==> config.mk <==
export PLATFORM = sky130hd
export DESIGN_NAME = sram_arb_ctrl
export DESIGN_NICKNAME = d
export VERILOG_FILES = /design/src/rtl/sram_ctrl_pkg.sv /design/src/rtl/sram_arb_ctrl_rr_arb2.sv /design/src/rtl/sram_arb_ctrl.sv
export SDC_FILE = /design/constraint.sdc
export NUM_CORES = 1
export LEC_CHECK = 0
export BUFFER_PORTS_ARGS = -buffer_cell sky130_fd_sc_hd__buf_2
export CORE_MARGIN = 5
export CORE_UTILIZATION = 33
export DETAILED_ROUTE_END_ITERATION = 16
export HOLD_SLACK_MARGIN = 0.1
export PLACE_DENSITY = 0.83
export SETUP_SLACK_MARGIN = 0.3
export SLEW_MARGIN = 25
export SYNTH_ARGS = -nofsm -noshare
export SYNTH_HDL_FRONTEND = slang
export SYNTH_SLANG_ARGS = --single-unit
export TNS_END_PERCENT = 30
==> constraint.sdc <==
create_clock -name clk -period 1.6 [get_ports clk]
set_input_delay 0.24 -clock clk [delete_from_list [all_inputs] [get_ports clk]]
set_output_delay 0.24 -clock clk [all_outputs]
set_load 0.02 [all_outputs]
==> src/rtl/sram_ctrl_pkg.sv <==
// Shared types and default sizing for the SRAM arbiter/sequencer.
package sram_ctrl_pkg;

    localparam int ADDR_DEF = 4;
    localparam int DATA_DEF = 8;

    typedef enum logic [0:0] {
        INIT = 1'b0,
        RUN  = 1'b1
    } state_e;

    typedef enum logic [0:0] {
        REQ_A = 1'b0,
        REQ_B = 1'b1
    } req_idx_e;

endpackage

==> src/rtl/sram_arb_ctrl_rr_arb2.sv <==
// Two-way round-robin grant: pointer names the winner when both requesters are valid.
module rr_arb2
    import sram_ctrl_pkg::*;
(
    input  logic       clk,
    input  logic       wrst_n,
    input  logic [1:0] req,
    input  logic       advance,
    output logic [1:0] gnt
);

    req_idx_e ptr_r;

    // One-hot grant from requests and pointer
    always_comb begin
        gnt = 2'b00;
        if (req == 2'b11) begin
            gnt = (ptr_r == REQ_A) ? 2'b01 : 2'b10;
        end else begin
            gnt = req;
        end
    end

    // Pointer moves to the requester that did not just win
    always_ff @(posedge clk) begin
        if (!wrst_n) begin
            ptr_r <= REQ_A;
        end else if (advance) begin
            ptr_r <= gnt[0] ? REQ_B : REQ_A;
        end else begin
            ptr_r <= ptr_r;
        end
    end

endmodule

==> src/rtl/sram_arb_ctrl.sv <==
// Zero-fill sequencer and two-client round-robin front end for a single-port SRAM.
module sram_arb_ctrl
    import sram_ctrl_pkg::*;
#(
    parameter int ADDR = ADDR_DEF,
    parameter int DATA = DATA_DEF
) (
    input  logic            clk,
    input  logic            wrst_n,
    input  logic            clr_req,
    output logic            init_done,
    input  logic            a_valid,
    input  logic            a_we,
    input  logic [ADDR-1:0] a_addr,
    input  logic [DATA-1:0] a_wdata,
    output logic            a_ready,
    output logic            a_rsp_valid,
    output logic [DATA-1:0] a_rsp_data,
    input  logic            b_valid,
    input  logic            b_we,
    input  logic [ADDR-1:0] b_addr,
    input  logic [DATA-1:0] b_wdata,
    output logic            b_ready,
    output logic            b_rsp_valid,
    output logic [DATA-1:0] b_rsp_data,
    output logic            sram_chip_en,
    output logic            sram_wr_en,
    output logic            sram_op_en,
    output logic [ADDR-1:0] sram_address,
    output logic [DATA-1:0] sram_write_data,
    output logic            sram_rrst_n,
    input  logic [DATA-1:0] sram_read_data
);

    state_e          state_r;
    logic [ADDR-1:0] cnt_r;
    logic            init_done_r;
    logic            rd_a_r;
    logic            rd_b_r;
    logic [1:0]      req_s;
    logic [1:0]      gnt_s;

    // Requests are only visible to the arbiter once the sweep is finished
    always_comb begin
        req_s = 2'b00;
        if (state_r == RUN) begin
            req_s = {b_valid, a_valid};
        end else begin
            req_s = 2'b00;
        end
    end

    rr_arb2 u_arb (
        .clk     (clk),
        .wrst_n  (wrst_n),
        .req     (req_s),
        .advance (|gnt_s),
        .gnt     (gnt_s)
    );

    // SRAM pin mux: sweep write in INIT, granted request in RUN
    always_comb begin
        sram_chip_en    = 1'b0;
        sram_wr_en      = 1'b0;
        sram_op_en      = 1'b0;
        sram_address    = {ADDR{1'b0}};
        sram_write_data = {DATA{1'b0}};
        case (state_r)
            INIT: begin
                sram_chip_en = 1'b1;
                sram_wr_en   = 1'b1;
                sram_address = cnt_r;
            end
            RUN: begin
                if (gnt_s[0]) begin
                    sram_chip_en    = 1'b1;
                    sram_wr_en      = a_we;
                    sram_op_en      = ~a_we;
                    sram_address    = a_addr;
                    sram_write_data = a_wdata;
                end else if (gnt_s[1]) begin
                    sram_chip_en    = 1'b1;
                    sram_wr_en      = b_we;
                    sram_op_en      = ~b_we;
                    sram_address    = b_addr;
                    sram_write_data = b_wdata;
                end else begin
                    sram_chip_en = 1'b0;
                end
            end
            default: begin
                sram_chip_en = 1'b0;
            end
        endcase
    end

    // Sequencer state, sweep counter and read-return tracking
    always_ff @(posedge clk) begin
        if (!wrst_n) begin
            state_r     <= INIT;
            cnt_r       <= {ADDR{1'b0}};
            init_done_r <= 1'b0;
            rd_a_r      <= 1'b0;
            rd_b_r      <= 1'b0;
        end else begin
            rd_a_r <= gnt_s[0] & ~a_we;
            rd_b_r <= gnt_s[1] & ~b_we;
            case (state_r)
                INIT: begin
                    cnt_r <= cnt_r + ADDR'(1'b1);
                    if (cnt_r == {ADDR{1'b1}}) begin
                        state_r     <= RUN;
                        init_done_r <= 1'b1;
                    end else begin
                        state_r     <= INIT;
                        init_done_r <= 1'b0;
                    end
                end
                RUN: begin
                    // The clear takes effect at the very edge that samples it
                    if (clr_req) begin
                        state_r     <= INIT;
                        cnt_r       <= {ADDR{1'b0}};
                        init_done_r <= 1'b0;
                    end else begin
                        state_r     <= RUN;
                        init_done_r <= 1'b1;
                    end
                end
                default: begin
                    state_r     <= INIT;
                    cnt_r       <= {ADDR{1'b0}};
                    init_done_r <= 1'b0;
                end
            endcase
        end
    end

    assign init_done   = init_done_r;
    assign a_ready     = gnt_s[0];
    assign b_ready     = gnt_s[1];
    assign a_rsp_valid = rd_a_r;
    assign b_rsp_valid = rd_b_r;
    assign a_rsp_data  = sram_read_data;
    assign b_rsp_data  = sram_read_data;
    assign sram_rrst_n = wrst_n;

endmodule

==> results.md <==
- Status: finished with violations
- Failing checks: negative setup slack
- HP Class: input port to register
- Die W: between 50 and 60 um
- Die ar.: ~3100 um^2
- Max Slew Vio Count: 0
- Seq cells post-synth: 8
- Vias in the first global route: about 740
- Total wire length: roughly 2.4 mm
- Crit path arrival time: between 1 and 1.5 ns
- Critical path fanouts, max: 7
- Syn_area_per_cell: 8.29 um^2
- Syn Inst Count: a little over 80
- Critical path startpoint category: register
- H-tree levels: 1
- GP Congestion: a little over 0.8
- FMAX: 599 MHz
- Most frequent cells in the layout: buf_2, buf_6, a22o_4
- Dpl hpwl: 1.67 mm
- Most common cell after layout, fill and taps aside: buf_2
- I/O pin cnt: 76
- Cell Area, Placed: about 900 um^2
- FP Rows: 16
- Wire length per cell: 16.2 um
- Routed Antenna Nets: 0
- Core Box Area: slightly below 2000 um^2
- Period utilization: 104%
- Crit Path Class: register to primary output
- Worst-Margin Slew: 0.240 ns
- Initial antenna violation count: 0
- Unique masters post-synth: 25
- Drt pass-1 iters: 4
- Syn-to-layout area delta: 54.7%
- Final Hold Fails: 0
- Min Clock Period, post-route: 1.67 ns
- Register area share after synthesis: between 20% and 30%
- Global route overflow: 0
- Post-Syn Area: ~680 um^2
- CTS tree: built
- Final instance area: between 1000 and 1500 um^2
- Placed Instances: 140
- Routed via count: between 700 and 800
- Skew final: between 0.0005 and 0.0006 ns
- Power consumption: roughly 480 uW
- Final nets: about 160
- GR Util All Layers: between 10% and 20%
- Cts bufs inserted: 3
- Vias per cell: 5.31
- Worst VDD drop: approximately 240 uV
- Setup violations, final: 9
- Die Y: 55.4 um
- Synth Warn #: 0
- Dominant cell type by area after synthesis: dfxtp_1
- Hold Slack: between 0.15 and 0.2 ns
- Layout cell share with drive strength beyond 1: about two thirds
- Async SR Flop Fraction: 0%
- Post-route DRC: 0
- Pwr per Cell Area: between 400 and 500 nW/um^2
- Diodes inserted: 0
- Slew HR: between 80% and 90%
- Drt initial violations: 16
- Leak Pwr: roughly 0.54 nW
- Reg clk slew, reported paths: approximately 0.06 ns
- Worst setup margin: -0.0686 ns
- CTS sink cnt: 8
- Synth top area cells: dfxtp_1, buf_4, a22o_1, a221o_1, a21oi_1
- Fin cells: approximately 150
- Setup TNS: -0.447 ns
- Clock latency at the later pin of the worst-skew pair: 0.25 ns
- Port bufs: between 50 and 60
- Global-route wire length before repair: 3.73 mm
- Initial Util: 34.6%
- Largest net degree at the start of global routing: 15
- CP Capture Type: primary output
- Main synth FF type: dfxtp_1
- Root buf cell: clkbuf_4
- Max Cap Viol: 0
- Syn_nets: 122
- Clk buf depth: 2
- RSZ-0062 raised after global routing: true
- Critical path required time: ~1.4 ns
- EDFF count, synth: 0
- Top cell type's share of synthesized area: between 20% and 30%
## cell usage after synthesis, drive strengths merged, types with 2 or more instances
library cell / number
a221o: 3
nor2: 6
nor3b: 2
dfxtp: 8
and3: 2
a31oi: 3
a22o: 8
buf: 21
nand3b: 3
a21oi: 5
nand3: 5
o21ai: 2
nand2: 2
nor2b: 4
nand2b: 2
## stage by stage
| stage | setup slack [ns] | util (%) |
|---|---|---|
| after floorplan | 0.303 | - |
| after global placement | 0.147 | 46.0 |
| after detailed placement | 0.103 | 46.0 |
| after CTS | -0.0671 | 51.5 |
| after global routing | -0.112 | 53.6 |
| final | -0.0686 | 53.6 |
## cells by family after synthesis
logic type                 synth area share [%]
DFF                                        23.6
AOI/OAI and AO/OA                          25.0
adders and majority gates                  1.84
and+or+nand+nor                            25.4
buffers and inverters                      24.1
## power breakdown
| group | switching (mW) | internal [mW] |
|---|---|---|
| clock network | 0.0730 | 0.0862 |
| logic | 0.0564 | 0.0557 |
| registers | 0.00760 | 0.204 |
| total | 0.137 | 0.346 |
## final cells by class
class / instances / area [um^2]
timing repair buffer: 56 / 358
clock buffer: 3 / 22.5
inverter: 1 / 3.75
fill: 186 / 911
sequential: 8 / 165
tap: 27 / 33.8
multi-input combinational: 54 / 468
## metal layers
| layer | GRT usage (%) | vias up | part of all wire, % |
|---|---|---|---|
| met5 | 0 | - | 0 |
| met4 | 4.51 | 0 | 0.99 |
| met1 | 17.6 | 359 | 39 |
| met3 | 7.93 | 4 | 13 |
| li1 | - | 369 | - |
| met2 | 23.0 | 59 | 46 |
## what timing repair did
item	in CTS	in global routing
pin swaps	5	1
endpoints found under the setup margin	17	18
hold buffers	0	0
buffers inserted	2	2
gates cloned	2	0
gates resized for setup	19	7
## state kept, by name, summed over array words and instances, names as in the netlist
signal / count
init_done: 1
u_arb.ptr_r: 1
cnt_r: 4
a_rsp_valid: 1
b_rsp_valid: 1
## worst paths after layout
| kind | startpoint | slack (ns) | cells after the start | endpoint |
|---|---|---|---|---|
| worst min-delay path | a_we | 0.19 | 2 | a_rsp_valid |
| worst max-delay path | u_arb.ptr_r | -0.07 | 5 | sram_write_data[0] |
| worst min register to register | cnt_r[2] | 0.52 | 2 | cnt_r[2] |
| worst max register to register | init_done | 0.45 | 4 | cnt_r[3] |
## critical path, cell delays in order (launching register included)
cell     delay (ns)
dfxtp_2        0.37
nand2_4        0.08
and3_4         0.22
buf_4          0.14
a22o_4         0.24
buf_6          0.13
(Power assumes the default switching activity.)
